## src/rtl/receiver_fifo_if.sv

```systemverilog
// rtl/receiver_fifo_if.sv - UART RX FIFO signal bundle
interface receiver_fifo_if #(
  parameter int DEPTH = 16
);
  localparam int CW = $clog2(DEPTH) + 1;

  logic [7:0]    fifo_rx_i;
  logic          fifo_rx_perr_i;
  logic          fifo_rx_ferr_i;
  logic          fifo_rx_brk_i;
  logic          fifo_rx_push_i;
  logic          fifo_rx_pop_i;
  logic          fifo_rx_reset_i;
  logic          lsr_read_i;
  logic          char_tick_i;
  logic [1:0]    rx_trig_lvl_i;

  logic [7:0]    fifo_rx_o;
  logic          fifo_rx_perr_o;
  logic          fifo_rx_ferr_o;
  logic          fifo_rx_brk_o;
  logic          fifo_rx_empty_o;
  logic          fifo_rx_full_o;
  logic [CW-1:0] fifo_rx_count_o;
  logic          overrun_o;
  logic          err_in_fifo_o;
  logic          trigger_o;
  logic          timeout_o;

  modport master (
    output fifo_rx_i, fifo_rx_perr_i, fifo_rx_ferr_i, fifo_rx_brk_i,
           fifo_rx_push_i, fifo_rx_pop_i, fifo_rx_reset_i, lsr_read_i,
           char_tick_i, rx_trig_lvl_i,
    input  fifo_rx_o, fifo_rx_perr_o, fifo_rx_ferr_o, fifo_rx_brk_o,
           fifo_rx_empty_o, fifo_rx_full_o, fifo_rx_count_o, overrun_o,
           err_in_fifo_o, trigger_o, timeout_o
  );

  modport slave (
    input  fifo_rx_i, fifo_rx_perr_i, fifo_rx_ferr_i, fifo_rx_brk_i,
           fifo_rx_push_i, fifo_rx_pop_i, fifo_rx_reset_i, lsr_read_i,
           char_tick_i, rx_trig_lvl_i,
    output fifo_rx_o, fifo_rx_perr_o, fifo_rx_ferr_o, fifo_rx_brk_o,
           fifo_rx_empty_o, fifo_rx_full_o, fifo_rx_count_o, overrun_o,
           err_in_fifo_o, trigger_o, timeout_o
  );
endinterface

```

## src/rtl/receiver_fifo.sv

```systemverilog
// rtl/receiver_fifo.sv - UART receive FIFO with per-character error status and LSR/IIR flags
module receiver_fifo #(
  parameter int DEPTH         = 16,
  parameter int TIMEOUT_CHARS = 4
) (
  input  logic           clk,
  input  logic           reset,
  receiver_fifo_if.slave bus
);
  localparam int PW = $clog2(DEPTH);
  localparam int CW = PW + 1;
  localparam logic [CW-1:0] CNT_ONE  = CW'(1);
  localparam logic [CW-1:0] CNT_FULL = CW'(DEPTH);
  localparam logic [PW-1:0] PTR_ONE  = PW'(1);
  localparam logic [2:0]    IDLE_MAX = 3'(TIMEOUT_CHARS);

  // Entry layout: {brk, ferr, perr, data[7:0]}
  logic [10:0]   mem_q [DEPTH];
  logic [PW-1:0] wr_ptr_q, wr_ptr_d;
  logic [PW-1:0] rd_ptr_q, rd_ptr_d;
  logic [CW-1:0] count_q, count_d;
  logic [CW-1:0] err_cnt_q, err_cnt_d;
  logic [2:0]    idle_q, idle_d;
  logic          overrun_q, overrun_d;
  logic          timeout_q, timeout_d;

  logic          empty, full;
  logic          pop_ok, push_ok, push_lost;
  logic [10:0]   wr_entry, head_entry;
  logic          wr_has_err, head_has_err;
  logic [CW-1:0] trig_level;

  assign empty        = (count_q == '0);
  assign full         = (count_q == CNT_FULL);
  assign wr_entry     = {bus.fifo_rx_brk_i, bus.fifo_rx_ferr_i, bus.fifo_rx_perr_i, bus.fifo_rx_i};
  assign head_entry   = mem_q[rd_ptr_q];
  assign wr_has_err   = |wr_entry[10:8];
  assign head_has_err = |head_entry[10:8];

  // A pop frees the slot in the same cycle, so a full FIFO still accepts push+pop.
  assign pop_ok    = bus.fifo_rx_pop_i && !empty && !bus.fifo_rx_reset_i;
  assign push_ok   = bus.fifo_rx_push_i && !bus.fifo_rx_reset_i && (!full || pop_ok);
  assign push_lost = bus.fifo_rx_push_i && !bus.fifo_rx_reset_i && full && !pop_ok;

  always_comb begin
    wr_ptr_d  = wr_ptr_q;
    rd_ptr_d  = rd_ptr_q;
    count_d   = count_q;
    err_cnt_d = err_cnt_q;
    idle_d    = idle_q;
    overrun_d = overrun_q;

    if (push_ok) wr_ptr_d = wr_ptr_q + PTR_ONE;
    if (pop_ok)  rd_ptr_d = rd_ptr_q + PTR_ONE;

    case ({push_ok, pop_ok})
      2'b10:   count_d = count_q + CNT_ONE;
      2'b01:   count_d = count_q - CNT_ONE;
      default: count_d = count_q;
    endcase

    case ({push_ok && wr_has_err, pop_ok && head_has_err})
      2'b10:   err_cnt_d = err_cnt_q + CNT_ONE;
      2'b01:   err_cnt_d = err_cnt_q - CNT_ONE;
      default: err_cnt_d = err_cnt_q;
    endcase

    if (push_lost) begin
      overrun_d = 1'b1;
    end else if (bus.lsr_read_i) begin
      overrun_d = 1'b0;
    end

    if (push_ok || pop_ok || empty) begin
      idle_d = 3'd0;
    end else if (bus.char_tick_i && (idle_q < IDLE_MAX)) begin
      idle_d = idle_q + 3'd1;
    end

    // Flush empties the FIFO but leaves the sticky overrun for software to see.
    if (bus.fifo_rx_reset_i) begin
      wr_ptr_d  = '0;
      rd_ptr_d  = '0;
      count_d   = '0;
      err_cnt_d = '0;
      idle_d    = 3'd0;
    end

    timeout_d = (count_d != '0) && (idle_d == IDLE_MAX);
  end

  always_ff @(posedge clk) begin
    if (reset) begin
      wr_ptr_q  <= '0;
      rd_ptr_q  <= '0;
      count_q   <= '0;
      err_cnt_q <= '0;
      idle_q    <= 3'd0;
      overrun_q <= 1'b0;
      timeout_q <= 1'b0;
    end else begin
      wr_ptr_q  <= wr_ptr_d;
      rd_ptr_q  <= rd_ptr_d;
      count_q   <= count_d;
      err_cnt_q <= err_cnt_d;
      idle_q    <= idle_d;
      overrun_q <= overrun_d;
      timeout_q <= timeout_d;
    end
  end

  always_ff @(posedge clk) begin
    if (push_ok) mem_q[wr_ptr_q] <= wr_entry;
  end

  always_comb begin
    trig_level = CW'(1);
    case (bus.rx_trig_lvl_i)
      2'b00: trig_level = CW'(1);
      2'b01: trig_level = CW'(4);
      2'b10: trig_level = CW'(8);
      2'b11: trig_level = CW'(14);
      default: trig_level = CW'(1);
    endcase
  end

  assign bus.fifo_rx_o       = empty ? 8'h00 : head_entry[7:0];
  assign bus.fifo_rx_perr_o  = !empty && head_entry[8];
  assign bus.fifo_rx_ferr_o  = !empty && head_entry[9];
  assign bus.fifo_rx_brk_o   = !empty && head_entry[10];
  assign bus.fifo_rx_empty_o = empty;
  assign bus.fifo_rx_full_o  = full;
  assign bus.fifo_rx_count_o = count_q;
  assign bus.overrun_o       = overrun_q;
  assign bus.err_in_fifo_o   = (err_cnt_q != '0);
  assign bus.trigger_o       = (count_q >= trig_level);
  assign bus.timeout_o       = timeout_q;
endmodule

```

## src/flat_wrapper.sv

```systemverilog
// flat-port wrapper written by rule: the top's interface ports become plain ports
module receiver_fifo_flat 
#(
  parameter int DEPTH         = 16,
  parameter int TIMEOUT_CHARS = 4
)
  (clk, reset, bus_fifo_rx_i, bus_fifo_rx_perr_i, bus_fifo_rx_ferr_i, bus_fifo_rx_brk_i, bus_fifo_rx_push_i, bus_fifo_rx_pop_i, bus_fifo_rx_reset_i, bus_lsr_read_i, bus_char_tick_i, bus_rx_trig_lvl_i, bus_fifo_rx_o, bus_fifo_rx_perr_o, bus_fifo_rx_ferr_o, bus_fifo_rx_brk_o, bus_fifo_rx_empty_o, bus_fifo_rx_full_o, bus_fifo_rx_count_o, bus_overrun_o, bus_err_in_fifo_o, bus_trigger_o, bus_timeout_o);
  receiver_fifo_if #(.DEPTH(DEPTH)) bus_i ();
  input  logic clk;
  input  logic reset;
  input wire logic [$bits(bus_i.fifo_rx_i)-1:0] bus_fifo_rx_i;
  input wire logic [$bits(bus_i.fifo_rx_perr_i)-1:0] bus_fifo_rx_perr_i;
  input wire logic [$bits(bus_i.fifo_rx_ferr_i)-1:0] bus_fifo_rx_ferr_i;
  input wire logic [$bits(bus_i.fifo_rx_brk_i)-1:0] bus_fifo_rx_brk_i;
  input wire logic [$bits(bus_i.fifo_rx_push_i)-1:0] bus_fifo_rx_push_i;
  input wire logic [$bits(bus_i.fifo_rx_pop_i)-1:0] bus_fifo_rx_pop_i;
  input wire logic [$bits(bus_i.fifo_rx_reset_i)-1:0] bus_fifo_rx_reset_i;
  input wire logic [$bits(bus_i.lsr_read_i)-1:0] bus_lsr_read_i;
  input wire logic [$bits(bus_i.char_tick_i)-1:0] bus_char_tick_i;
  input wire logic [$bits(bus_i.rx_trig_lvl_i)-1:0] bus_rx_trig_lvl_i;
  output wire logic [$bits(bus_i.fifo_rx_o)-1:0] bus_fifo_rx_o;
  output wire logic [$bits(bus_i.fifo_rx_perr_o)-1:0] bus_fifo_rx_perr_o;
  output wire logic [$bits(bus_i.fifo_rx_ferr_o)-1:0] bus_fifo_rx_ferr_o;
  output wire logic [$bits(bus_i.fifo_rx_brk_o)-1:0] bus_fifo_rx_brk_o;
  output wire logic [$bits(bus_i.fifo_rx_empty_o)-1:0] bus_fifo_rx_empty_o;
  output wire logic [$bits(bus_i.fifo_rx_full_o)-1:0] bus_fifo_rx_full_o;
  output wire logic [$bits(bus_i.fifo_rx_count_o)-1:0] bus_fifo_rx_count_o;
  output wire logic [$bits(bus_i.overrun_o)-1:0] bus_overrun_o;
  output wire logic [$bits(bus_i.err_in_fifo_o)-1:0] bus_err_in_fifo_o;
  output wire logic [$bits(bus_i.trigger_o)-1:0] bus_trigger_o;
  output wire logic [$bits(bus_i.timeout_o)-1:0] bus_timeout_o;
  assign bus_i.fifo_rx_i = bus_fifo_rx_i;
  assign bus_i.fifo_rx_perr_i = bus_fifo_rx_perr_i;
  assign bus_i.fifo_rx_ferr_i = bus_fifo_rx_ferr_i;
  assign bus_i.fifo_rx_brk_i = bus_fifo_rx_brk_i;
  assign bus_i.fifo_rx_push_i = bus_fifo_rx_push_i;
  assign bus_i.fifo_rx_pop_i = bus_fifo_rx_pop_i;
  assign bus_i.fifo_rx_reset_i = bus_fifo_rx_reset_i;
  assign bus_i.lsr_read_i = bus_lsr_read_i;
  assign bus_i.char_tick_i = bus_char_tick_i;
  assign bus_i.rx_trig_lvl_i = bus_rx_trig_lvl_i;
  assign bus_fifo_rx_o = bus_i.fifo_rx_o;
  assign bus_fifo_rx_perr_o = bus_i.fifo_rx_perr_o;
  assign bus_fifo_rx_ferr_o = bus_i.fifo_rx_ferr_o;
  assign bus_fifo_rx_brk_o = bus_i.fifo_rx_brk_o;
  assign bus_fifo_rx_empty_o = bus_i.fifo_rx_empty_o;
  assign bus_fifo_rx_full_o = bus_i.fifo_rx_full_o;
  assign bus_fifo_rx_count_o = bus_i.fifo_rx_count_o;
  assign bus_overrun_o = bus_i.overrun_o;
  assign bus_err_in_fifo_o = bus_i.err_in_fifo_o;
  assign bus_trigger_o = bus_i.trigger_o;
  assign bus_timeout_o = bus_i.timeout_o;
  receiver_fifo #(.DEPTH(DEPTH), .TIMEOUT_CHARS(TIMEOUT_CHARS)) u_core (.clk(clk), .reset(reset), .bus(bus_i));
endmodule
```

## config.mk

```make
export PLATFORM = sky130hd
export DESIGN_NAME = receiver_fifo_flat
export DESIGN_NICKNAME = d
export VERILOG_FILES = /design/src/rtl/receiver_fifo_if.sv /design/src/rtl/receiver_fifo.sv /design/src/flat_wrapper.sv
export SDC_FILE = /design/constraint.sdc
export NUM_CORES = 1
export LEC_CHECK = 0
export ABC_AREA = 1
export CELL_PAD_IN_SITES_DETAIL_PLACEMENT = 1
export CELL_PAD_IN_SITES_GLOBAL_PLACEMENT = 2
export CORE_MARGIN = 2
export CORE_UTILIZATION = 44
export CTS_BUF_LIST = sky130_fd_sc_hd__clkbuf_4 sky130_fd_sc_hd__clkbuf_8 sky130_fd_sc_hd__clkbuf_16
export CTS_CLUSTER_DIAMETER = 60
export DETAILED_ROUTE_END_ITERATION = 6
export PLACE_DENSITY_LB_ADDON = 0.1
export SLEW_MARGIN = 20
export SYNTH_ARGS = -nofsm -noshare
export SYNTH_HDL_FRONTEND = slang
export SYNTH_SLANG_ARGS = --single-unit
```

## constraint.sdc

```tcl
create_clock -name clk -period 5.9 [get_ports clk]
set_input_delay 0.59 -clock clk [delete_from_list [all_inputs] [get_ports clk]]
set_output_delay 0.59 -clock clk [all_outputs]
set_load 0.02 [all_outputs]
```

# Word level (Yosys, flattened, before mapping)
# Memory sizes are Yosys's and may differ from the RTL's. A register that Yosys moved wholly into a read port is not among the register bits.
# Cells that the tools add are included.
# op_classes
add_sub_neg,7
n_mul,0
div_mod_pow,0
order_cmp,2
n_eq_ne,9
shifts,0
mux,14
bitwise,0
reduce_logical,29
# op_table
cell,count
5-bit case mux with 2 select lines,2
5-bit case mux with 4 select lines,1
1-bit logical AND,13
"5-bit by 1-bit adder with 5-bit output, second input constant",2
5-bit nonzero test,2
"5-bit by 1-bit subtractor with 5-bit output, second input constant",2
3-bit two-way mux,3
"4-bit by 1-bit adder with 4-bit output, second input constant",2
"2-bit equality test, second input constant",4
4-bit two-way mux,2
8-bit two-way mux,1
"2-bit by 1-bit equality test with 1-bit output, second input constant",3
3-bit OR reduction,2
"5-bit equality test, second input constant",1
5-bit greater-or-equal comparator,1
5-bit logical NOT,1
5-bit two-way mux,1
1-bit logical NOT,4
1-bit two-way mux,4
2-bit nonzero test,2
"3-bit by 1-bit adder with 3-bit output, second input constant",1
"3-bit equality test, second input constant",1
1-bit logical OR,3
"3-bit < comparator, second input constant",1
2 further kinds,2
# totals
register_bits,23
latchBits,0
mem_bits_rw,176
rom_bits,0
inputBits,20
out_inout_bits,22
elab_cells,69
mem_count,1
# mem_list
memory,words,word_bits,rd,rd_clocked_by_memory_dff,write_ports,line,rtl
u_core.mem_q,16,11,1,1,1,receiver_fifo.sv:18,logic [10:0] mem_q [DEPTH];

# Depth between registers and ports, before layout
# depth
depth_word,12
ltp_mapped,19
mapped_depth_nobuf,17

# Least setup slack after synthesis
# OpenSTA, ideal clock, no wires.
# synth_timing
kind,register to register
from,"register u_core.count_q[3], in the netlist u_core.bus.fifo_rx_count_o[3]"
to,register u_core.err_cnt_q[4]
setup_ns,0.070
arrival_ns,2.696
required_time_ns,5.830
slack_ns,3.134
path_stages_with_launch,16
path_buffers,0
period_less_slack_ns,2.766
path_cell_list,dfxtp_1 nor2_1 inv_1 nor4_4 a21boi_4 o31ai_1 ha_1 inv_1 fa_1 inv_1 a31oi_1 inv_1 o21ai_0 a21oi_1 o21ai_0 a21oi_1
# synth_via
word_cells_on_any_way,14
classes_between,eq/ne (3); mux (1); reduce/logical (10)
# synth_lines
element,line,rtl
"start, declared",receiver_fifo.sv:21,"logic [CW-1:0] count_q, count_d;"
"start signal, assigned",receiver_fifo.sv:104,count_q <= count_d;
5-bit equality test (*),receiver_fifo.sv:34,assign full = (count_q == CNT_FULL);
net bus_fifo_rx_full_o,flat_wrapper.sv:26,output wire logic [$bits(bus_i.fifo_rx_full_o)-1:0] bus_fifo_rx_full_o;
1-bit logical NOT (*),receiver_fifo.sv:42,assign push_ok = bus.fifo_rx_push_i && !bus.fifo_rx_reset_i && (!full || pop_ok);
1-bit logical OR (*),receiver_fifo.sv:42,
1-bit logical AND (*),receiver_fifo.sv:42,
1-bit logical AND (*),receiver_fifo.sv:62,"case ({push_ok && wr_has_err, pop_ok && head_has_err})"
2-bit by 1-bit equality test with 1-bit output or 2-bit equality test (tied branches),receiver_fifo.sv:62,
5-bit case mux with 2 select lines or 2-bit nonzero test (tied branches),-,
"end signal, assigned",receiver_fifo.sv:105,err_cnt_q <= err_cnt_d;
"end, declared",receiver_fifo.sv:22,"logic [CW-1:0] err_cnt_q, err_cnt_d;"
# Mark *: on every way through the listed nets, which the timed path passes. The rest lies on a longest branch.
# A chain may end at the register's enable or synchronous reset.

==> flow_summary.json <==
{
  "outcome": "finished clean",
  "synth_area_um2": 8531,
  "crit_top_cell": "buf_4",
  "synth_common_cells": "176 x edfxtp_1, 138 x nor2_1, 104 x o21ai_0",
  "finalNonFillerCells": 1047,
  "grt_setup_unrepaired": "false",
  "finalCriticalPeriod_ps": 4065,
  "yosysWarnings": 0,
  "drt_pass1_iterations": 4,
  "coreArea_um2": 18890,
  "vias": 5793,
  "clock_latency_ps": 490,
  "cp.depth": 8,
  "rr_worst_depth": 18,
  "hold_viol": 0,
  "die_x_um": 143.2,
  "critPathTopFamily": "buffers and inverters",
  "cts_setup_buffers": 0,
  "syn_avg_cell_area_um2": 11.82,
  "yosysMostFrequentCell": "edfxtp_1",
  "ant_nets": 0,
  "n_antenna_cell": 0,
  "antenna_found_initial": 0,
  "hold_path.class": "reg -> reg",
  "area_growth_pct": 17.10,
  "power.leakage_nw": 3.520,
  "final_nets": 809,
  "grt_pass1_vias": 6342,
  "end_kind": "output port",
  "die_h_um": 143.2,
  "path_buf_inv": 4,
  "power_density_nw_per_um2": 310.5,
  "setup_viol_count_final": 0,
  "slew_headroom_pct": 41.07,
  "ys_seq_elements": 203,
  "synth_flop_cell": "edfxtp_1",
  "cts_sinks": 203,
  "vias_per_cell": 5.533,
  "hold-path-cell-count": 1,
  "cts_buffer_depth": 3,
  "syn_nets": 759,
  "dp.cells": 1007,
  "cp.arrival_ps": 3470,
  "critPathMaxFanout": 45,
  "io_buffer_count": 41,
  "cts_tree": "yes",
  "yosysSeqAreaShare_pct": 68.29,
  "rows": 50,
  "cp_slowest_stage_delay_ps": 650,
  "setup_tns_ps": 0,
  "r2r_setup_slack_ps": 1880,
  "worstMarginPinSlew_ps": 882.9,
  "gp_congestion": 0.7905,
  "drc": 0,
  "dp_hpwl_um": 13670,
  "cpMaxStageDelayCell": "inv_1",
  "finalCritPeriodShare_pct": 68.90,
  "grt_max_degree": 89,
  "max_freq_ghz": 0.2460,
  "routed_wl_um": 22080,
  "ir_worst_vdd_mv": 0.1686,
  "crit_path_start_kind": "register",
  "slew_violations": 0,
  "synth_top_area_share_pct": 61.95,
  "path_class": "reg -> out",
  "netlist_instances": 722,
  "dieArea_um2": 20520,
  "start_util_pct": 45.15,
  "wl_per_cell_um": 21.09,
  "cp_cell_sequence": "buf_4 > inv_1 > buf_4 > o21ai_0 > o221ai_1 > nand3_1 > a21oi_1 > clkdlybuf4s50_1",
  "synth_area_leaders": "edfxtp_1 62%, dfxtp_1 6.3%, o21ai_0 6.1%, nor2_1 6.1%, o221ai_1 3.5%",
  "cts-root-buf": "clkbuf_16",
  "clk_transition_reported_paths_ps": 60,
  "synth_top_area_cell": "edfxtp_1",
  "skew_ps": 8.488,
  "hold_buffers": 0,
  "grtUsageTotal_pct": 22.43,
  "cts_resized": 0,
  "gr-total-overflow": 0,
  "drive_above_1_share_pct": 9.276,
  "io-pin-count": 42,
  "synth_cell_types": 35,
  "synth-edff-count": 176,
  "htree_num_levels": 1,
  "cp.required_ps": 5310,
  "drt_iter0_markers": 452,
  "grt_pass1_wl_um": 34920,
  "dpl_cell_area_um2": 9266,
  "cts_buffers": 23,
  "maxCapViolCount": 0,
  "synthArstFlopShare_pct": 0,
  "fin_area_um2": 9990
}
-- path summary, 6_finish.rpt --
path                                                        from                               end
worst min-delay path            u_core.err_cnt_q[4]$_SDFFE_PP0P_  u_core.err_cnt_q[4]$_SDFFE_PP0P_
worst min register to register  u_core.err_cnt_q[4]$_SDFFE_PP0P_  u_core.err_cnt_q[4]$_SDFFE_PP0P_
worst max-delay path                                    register                  bus_fifo_rx_o[5]
worst max register to register                          register  u_core.err_cnt_q[4]$_SDFFE_PP0P_
-- placed cells by master, fill, tap and decap left out, types with 21 or more instances in the layout --
cell,netlist,routed
o221ai_1,34,34
inv_1,46,46
edfxtp_1,176,176
nand3_1,26,26
a21oi_1,26,26
dfxtp_1,27,26
buf_4,3,21
nor2_1,138,138
clkdlybuf4s50_1,0,41
clkbuf_16,0,23
o21ai_0,104,104
nand2_1,43,43
-- metrics by stage --
step           utilization, %  setup slack (ps)  hold WS [ps]  power (mW)
5_1_grt                 52.87              1520         497.6       3.210
3_3_place_gp            49.05              2250         439.2       1.774
4_1_cts                 52.87              1793         457.1       3.130
2_1_floorplan               -              3134         422.4       1.697
3_5_place_dp            49.05              1969         450.7       1.780
6_report                52.87              1835         452.8       3.102
-- area by class of cell --
class                      count  area, um^2
fill                        1981        8904
clock buffer                  27       605.6
sequential                   203        5827
clock inverter                13       117.6
multi-input combinational    433        2362
inverter                      49       183.9
tap                          260       325.3
timing repair buffer          62       568.0
-- worst reg2reg max path, delay by kind of cell, from the launching register on --
family | cells | cell delay (ps)
AND/OR/NAND/NOR | 2 | 210
AO/OA/AOI/OAI | 8 | 1420
adder cells (fa/ha/maj) | 2 | 760
flip-flops | 1 | 300
buffers and inverters | 6 | 1260
-- cell families (layout without fill, tap and decap cells) --
logic type | Yosys count | after routing | synth area share [%]
xor gates and xnor gates | 3 | 3 | 0.3081
buffers and inverters | 86 | 151 | 4.019
adders and majority gates | 17 | 17 | 2.581
muxes | 1 | 1 | 0.1173
and+or+nand+nor | 224 | 224 | 11.47
AOI/OAI and AO/OA | 188 | 188 | 13.21
DFF | 203 | 203 | 68.29
-- sequential cells by signal, summed over array words and instances (netlist names), named ones only --
signal and count:
u_core.wr_ptr_q 4, u_core.bus.timeout_o 1, u_core.idle_q 3, u_core.bus.overrun_o 1
u_core.err_cnt_q 5, u_core.bus.fifo_rx_count_o 5, u_core.rd_ptr_q 4, u_core.mem_q 176
-- metal layers --
metal | share of wire, % | GRT usage (%) | routed length (um) | up-vias
met2 | 49 | 38.71 | 10890 | 150
met3 | 5.0 | 3.085 | 1104 | 35
met5 | 0 | 0 | 0 | -
met4 | 2.1 | 6.037 | 461 | 0
met1 | 44 | 29.91 | 9623 | 2894
li1 | - | - | - | 2714
-- where the power goes --
part	total (mW)	internal (mW)	switching (mW)
Clock	1.35	0.818	0.536
Sequential	1.58	1.57	0.00703
Combinational	0.173	0.0616	0.111
(Power assumes the default switching activity.)
